[config.mk]
export PLATFORM = sky130hd
export DESIGN_NAME = piso_shift_tx
export DESIGN_NICKNAME = d
export VERILOG_FILES = /design/src/rtl/piso_shift_tx.sv
export SDC_FILE = /design/constraint.sdc
export NUM_CORES = 1
export LEC_CHECK = 0
export CAP_MARGIN = 20
export CORE_AREA = 2 2 39 41
export CTS_BUF_LIST = sky130_fd_sc_hd__clkbuf_4
export DETAILED_ROUTE_END_ITERATION = 7
export DIE_AREA = 0 0 41 43
export DONT_BUFFER_PORTS = 1
export GPL_ROUTABILITY_DRIVEN = 0
export SYNTH_ARGS = -nofsm -noshare
export SYNTH_HDL_FRONTEND = slang
export SYNTH_SLANG_ARGS = --single-unit
[constraint.sdc]
create_clock -name clk -period 1.37 [get_ports clk]
set_input_delay 0.137 -clock clk [delete_from_list [all_inputs] [get_ports clk]]
set_output_delay 0.137 -clock clk [all_outputs]
set_load 0.02 [all_outputs]
[src/rtl/piso_shift_tx.sv]
// Parallel-in serial-out transmitter: valid/ready word load, one bit per clock with per-bit
// valid and end-of-frame strobes. Define PISO_PARITY_EN to append an even-parity bit per frame.
module piso_shift_tx #(
   parameter int WIDTH     = 4,
   parameter bit MSB_FIRST = 1'b1
) (
   input  logic             clk,
   input  logic             rst,
   input  logic [WIDTH-1:0] pi,
   input  logic             load_valid,
   output logic             load_ready,
   output logic             so,
   output logic             so_valid,
   output logic             so_last,
   output logic             busy
);

   localparam int CW = $clog2(WIDTH + 1);
`ifdef PISO_PARITY_EN
   localparam int FRAME_LEN = WIDTH + 1;
`else
   localparam int FRAME_LEN = WIDTH;
`endif
   localparam logic [CW-1:0] LAST_IDX = CW'(FRAME_LEN - 1);

   localparam logic [0:0] IDLE  = 1'b0;
   localparam logic [0:0] SHIFT = 1'b1;

   logic [0:0]       state;
   logic [WIDTH-1:0] sreg;   // bits still waiting to go out, next one at the shift end
   logic [CW-1:0]    cnt;    // index of the bit currently on so
`ifdef PISO_PARITY_EN
   logic             par;
`endif

   logic             accept;
   logic             first_bit;
   logic [WIDTH-1:0] pi_rest;
   logic             sreg_head;
   logic [WIDTH-1:0] sreg_next;
   logic [CW-1:0]    cnt_inc;
   logic             next_bit;

   assign load_ready = (state == IDLE) || so_last;
   assign accept     = load_valid && load_ready;
   assign busy       = (state == SHIFT);
   assign cnt_inc    = cnt + 1'b1;

   // The first bit leaves straight from pi at the accept edge, so only the rest is stored.
   assign first_bit = MSB_FIRST ? pi[WIDTH-1] : pi[0];
   assign pi_rest   = MSB_FIRST ? {pi[WIDTH-2:0], 1'b0} : {1'b0, pi[WIDTH-1:1]};
   assign sreg_head = MSB_FIRST ? sreg[WIDTH-1] : sreg[0];
   assign sreg_next = MSB_FIRST ? {sreg[WIDTH-2:0], 1'b0} : {1'b0, sreg[WIDTH-1:1]};

`ifdef PISO_PARITY_EN
   assign next_bit = (cnt_inc == CW'(WIDTH)) ? par : sreg_head;
`else
   assign next_bit = sreg_head;
`endif

   // NOTE: every register here updates with <= so all reads in this block see pre-edge values.
   always_ff @(posedge clk or negedge rst) begin
      if (!rst) begin
         state    <= IDLE;
         sreg     <= '0;
         cnt      <= '0;
         so       <= 1'b0;
         so_valid <= 1'b0;
         so_last  <= 1'b0;
`ifdef PISO_PARITY_EN
         par      <= 1'b0;
`endif
      end else if (accept) begin
         state    <= SHIFT;
         sreg     <= pi_rest;
         cnt      <= '0;
         so       <= first_bit;
         so_valid <= 1'b1;
         so_last  <= 1'b0;
`ifdef PISO_PARITY_EN
         par      <= ^pi;
`endif
      end else if (state == SHIFT) begin
         if (so_last) begin
            state    <= IDLE;
            sreg     <= '0;
            cnt      <= '0;
            so       <= 1'b0;
            so_valid <= 1'b0;
            so_last  <= 1'b0;
         end else begin
            sreg     <= sreg_next;
            cnt      <= cnt_inc;
            so       <= next_bit;
            so_last  <= (cnt_inc == LAST_IDX);
         end
      end
   end

endmodule

# Yosys cells after proc, flatten, opt, wreduce, memory -nomap -nowiden
# Index checks and enable logic that the tools add are counted.
[totals]
reg_bits = 11
out_inout_bits = 5
elab_cells = 32
[op_classes]
addsub = 1
n_eq_ne = 1
muxes = 18
bitwise = 1
n_reduce_logical = 5
[ops]
columns = ["op", "count"]
rows = [
  ["$mux 1", 12],
  ["$mux 4", 3],
  ["$mux 3", 3],
  ["$reduce_bool 2->1", 2],
  ["$add 3x1->3 const B", 1],
  ["$eq 3x2->1 const B", 1],
  ["$reduce_and 2->1", 1],
  ["$logic_and 1x1->1", 1],
  ["$logic_or 1x1->1", 1],
  ["$not 1->1", 1],
]

# Depth between registers and ports, before layout
# Gate-level depths: netlist of run 1.
[depth]
word_depth = 5
ltp_mapped = 4
mapped_depth_nobuf = 4

# Worst setup path before layout of run 1
# OpenSTA, ideal clock, no wires.
[synth_timing]
path_kind = "register to register"
startpoint = "register so_last"
endpoint = "register so"
setup_time_ns = 0.091
arrival_time_ns = 1.115
required_ns = 1.279
path_slack_ns = 0.164
path_stages_with_launch = 4
n_path_buf = 1
synth_period_minus_slack_ns = 1.206
path_cell_list = "dfrtp_1 buf_6 nand2b_1 o221ai_1"
[synth_between]
elab_chain_cells = 3
elab_cells_between_ends = 6
[synth_rtl]
columns = ["item", "line_no", "source"]
rows = [
  ["start, declared", "14", "output logic so_last,"],
  ["start signal, assigned", "95", "so_last <= (cnt_inc == LAST_IDX);"],
  ["$logic_or 1x1->1 (*)", "44", "assign load_ready = (state == IDLE) || so_last;"],
  ["named net load_ready", "11", "output logic load_ready,"],
  ["$logic_and 1x1->1 (*)", "45", "assign accept = load_valid && load_ready;"],
  ["$mux 1 / $reduce_bool 2->1 (equally long branches)", "-", ""],
  ["end signal, assigned", "77", "so <= first_bit;"],
  ["end signal, assigned", "94", "so <= next_bit;"],
  ["end, declared", "12", "output logic so,"],
]
# The timed path passes the listed nets; every way through them passes the cells marked *. The select of a mux whose other input is x is not followed.
# A chain may end at the register's enable or synchronous reset.

# Worst setup path after layout of run 1
[layout_timing]
startpoint = "register so_last"
endpoint = "output load_ready"
[layout_between]
elab_chain_cells = 1
[layout_rtl]
columns = ["item", "line_no"]
rows = [
  ["$logic_or 1x1->1", "44"],
  ["end, declared", "11"],
]
# No other way between the ends.

==> flow_metrics.env, run 1 <==
export IMPL_cts_buffers=3
export IMPL_hold_viol=0
export IMPL_start_util_pct=36.4
export IMPL_power_density_nw_per_um2=2170
export IMPL_grt_pass1_vias=388
export IMPL_num_io_pins=12
export IMPL_synth_cell_types=18
export IMPL_worst_path_max_fanout=7
export IMPL_crit_path_start_kind="flop"
export IMPL_drc=0
export IMPL_setup_viol=0
export IMPL_wirelength_um=913
export IMPL_dr_total_vias=371
export IMPL_slew_violations=0
export IMPL_status="finished, final reports clean"
export IMPL_r2r_slack_ns=0.24
export IMPL_post_synth_top_count_cell="dfrtp_1"
export IMPL_yosysWarnings=0
export IMPL_synth_common_cells="10 x dfrtp_1, 5 x inv_1, 5 x mux2i_1"
export IMPL_yosysSeqAreaShare_pct=49.6
export IMPL_core_um2=1380
export IMPL_die_h_um=43
export IMPL_hpwl_um=652
export IMPL_syn_to_final_growth_pct=13.2
export IMPL_vias_per_cell=5.54
export IMPL_leakage_nw=0.257
export IMPL_final_nets=61
export IMPL_insertedDiodeCount=0
export IMPL_drive_gt1_share_pct=17.6
export IMPL_cp_required_ns=1.23
export IMPL_rsz0062_at_grt="no"
export IMPL_syn_cell_area_um2=504
export IMPL_grt_pass1_wl_um=1580
export IMPL_synth_edf_count=0
export IMPL_antenna_found_initial=0
export IMPL_fin_skew_ns=0.00987
export IMPL_timing_final_crit_share_pct=94.2
export IMPL_worstSetupEndpointType="output pin"
export IMPL_worstSkewPairLatency_ns=0.27
export IMPL_post_cts_setup_buffers=0
export IMPL_hold_class="in2reg"
export IMPL_arrival_ns=1.15
export IMPL_ys_ff_latch=10
export IMPL_dp_cells=61
export IMPL_setup_tns_ns=0
export IMPL_syn_area_per_cell_um2=11.2
export IMPL_cts_path_max_buffers=2
export IMPL_path_clk_slew_ns=0.07
export IMPL_port_buffers=0
export IMPL_yosysTopAreaCellShare_pct=49.6
export IMPL_yosysTopAreaCell="dfrtp_1"
export IMPL_die_area_um2=1760
export IMPL_drt_iter0_drc=8
export IMPL_synthFlopType="dfrtp_1"
export IMPL_netlist_top_cells_area="dfrtp_1 50%, mux2i_1 9.9%, o221ai_1 5.2%"
export IMPL_netlist_instances=45
export IMPL_htree_levels=1
export IMPL_cap_violations=0
export IMPL_drtAntennaViolNets=0
export IMPL_worst_slew_pin_slew_ns=0.446
export IMPL_critPathKind="reg2out"
export IMPL_die_w_um=41
export IMPL_vdd_drop_max_mv=0.963
export IMPL_overflow=0
export IMPL_slew_headroom_pct=70.2
export IMPL_cts_tree="built"
export IMPL_cts_sinks=10
export IMPL_synthArstFlopShare_pct=100
export IMPL_fin_crit_ns=1.29
export IMPL_cts_root_buf="clkbuf_4"
export IMPL_final_cells=67
export IMPL_grt_use_total_pct=14.3
export IMPL_drt_pass1_iterations=4
export IMPL_fp_row_count=14
export IMPL_synth_nets=54
export IMPL_wl_per_cell_um=13.6
export IMPL_fmax_mhz=775
export IMPL_grt_max_degree=13
## repair_timing
action | in CTS | in global routing
hold endpoints to repair | 12 | 0
resized for setup | 1 | 2
endpoints found under the setup margin | 1 | 1
hold buffers | 2 | 0
## power by group
| group | internal, W | switching, W |
|---|---|---|
| Combinational | 0.000231 | 0.000238 |
| Sequential | 0.000421 | 0.000143 |
| Clock | 0.000105 | 0.0000981 |
## per-layer routing
metal	track usage (%)	wire, µm	part of all wire [%]
met5	0	0	0
met4	10.0	9	0.99
met3	8.38	70	7.7
met2	19.7	414	45
met1	15.6	418	46
## worst max-delay path, cell delays in order, from the launching register on
cell and delay (ns):
dfrtp_2 0.46, nand2b_2 0.25, buf_4 0.18
## final timing paths
check	from	to	cells after the start
setup / recovery	so_last	load_ready	2
min in group asynchronous	rst	sreg[2]	1
hold reg to reg	cnt[2]	cnt[2]	1
setup reg to reg	cnt[0]	cnt[2]	3
hold / removal	pi[1]	sreg[2]	2
max in group asynchronous	rst	so_last	1
## cells in the final DEF, fill, tap and decap left out, types with 2 or more instances in the layout
master / netlist / routed
nand3_1: 4 / 4
buf_4: 0 / 3
dfrtp_1: 10 / 8
inv_1: 5 / 5
dlygate4sd3_1: 0 / 2
clkbuf_4: 0 / 3
ha_1: 2 / 2
o221ai_1: 3 / 3
nor2_1: 3 / 3
mux2i_1: 5 / 5
dfrtp_2: 0 / 2
## sequential cells by signal, indices dropped and copies added (netlist names)
name      count
cnt           3
sreg          3
busy          1
so            1
so_last       1
so_valid      1
## through the flow
stage          instance area, µm²  worst slack [ns]  total power, W  hold slack (ns)  util [%]
2_1_floorplan                 504             0.164        0.000921           -0.159         -
3_3_place_gp                  519             0.244         0.00101           -0.158      37.5
3_5_place_dp                  519             0.228         0.00102           -0.158      37.5
4_1_cts                       567           0.00919         0.00125           0.0135      41.0
5_1_grt                       571            0.0150         0.00136           0.0155      41.2
6_report                      571            0.0790         0.00124           0.0208      41.2
## cell families (layout without fill, tap and decap cells)
logic type | Yosys count | count (layout) | synth area share (%)
adder cells (fa/ha/maj) | 2 | 2 | 4.96
AO/OA/AOI/OAI | 9 | 9 | 14.4
flip-flops | 10 | 10 | 49.6
multiplexers | 5 | 5 | 9.93
buffers and inverters | 8 | 14 | 9.18
XOR/XNOR | 1 | 1 | 1.74
AND/OR/NAND/NOR | 10 | 10 | 10.2
## layout make-up
type	instances	area [µm²]
Clock buffer	3	22.5
Sequential cell	10	253
Timing Repair Buffer	5	42.5
Tap cell	16	20.0
Inverter	5	18.8
Clock inverter	1	3.75
Fill cell	139	813
Multi-Input combinational cell	27	210
Power figures use the tool's default switching activity.
==> run 2, diff against run 1 <==
- SKIP_LAST_GASP: not set -> 1
==> results of run 2 <==
Same layout as run 1: the final DEF is identical, and so are final timing and power.
==> run 3, diff against run 2 <==
- CTS_CLUSTER_DIAMETER: not set -> 150
==> results of run 3 <==
Same layout as run 1: the final DEF is identical, and so are final timing and power.
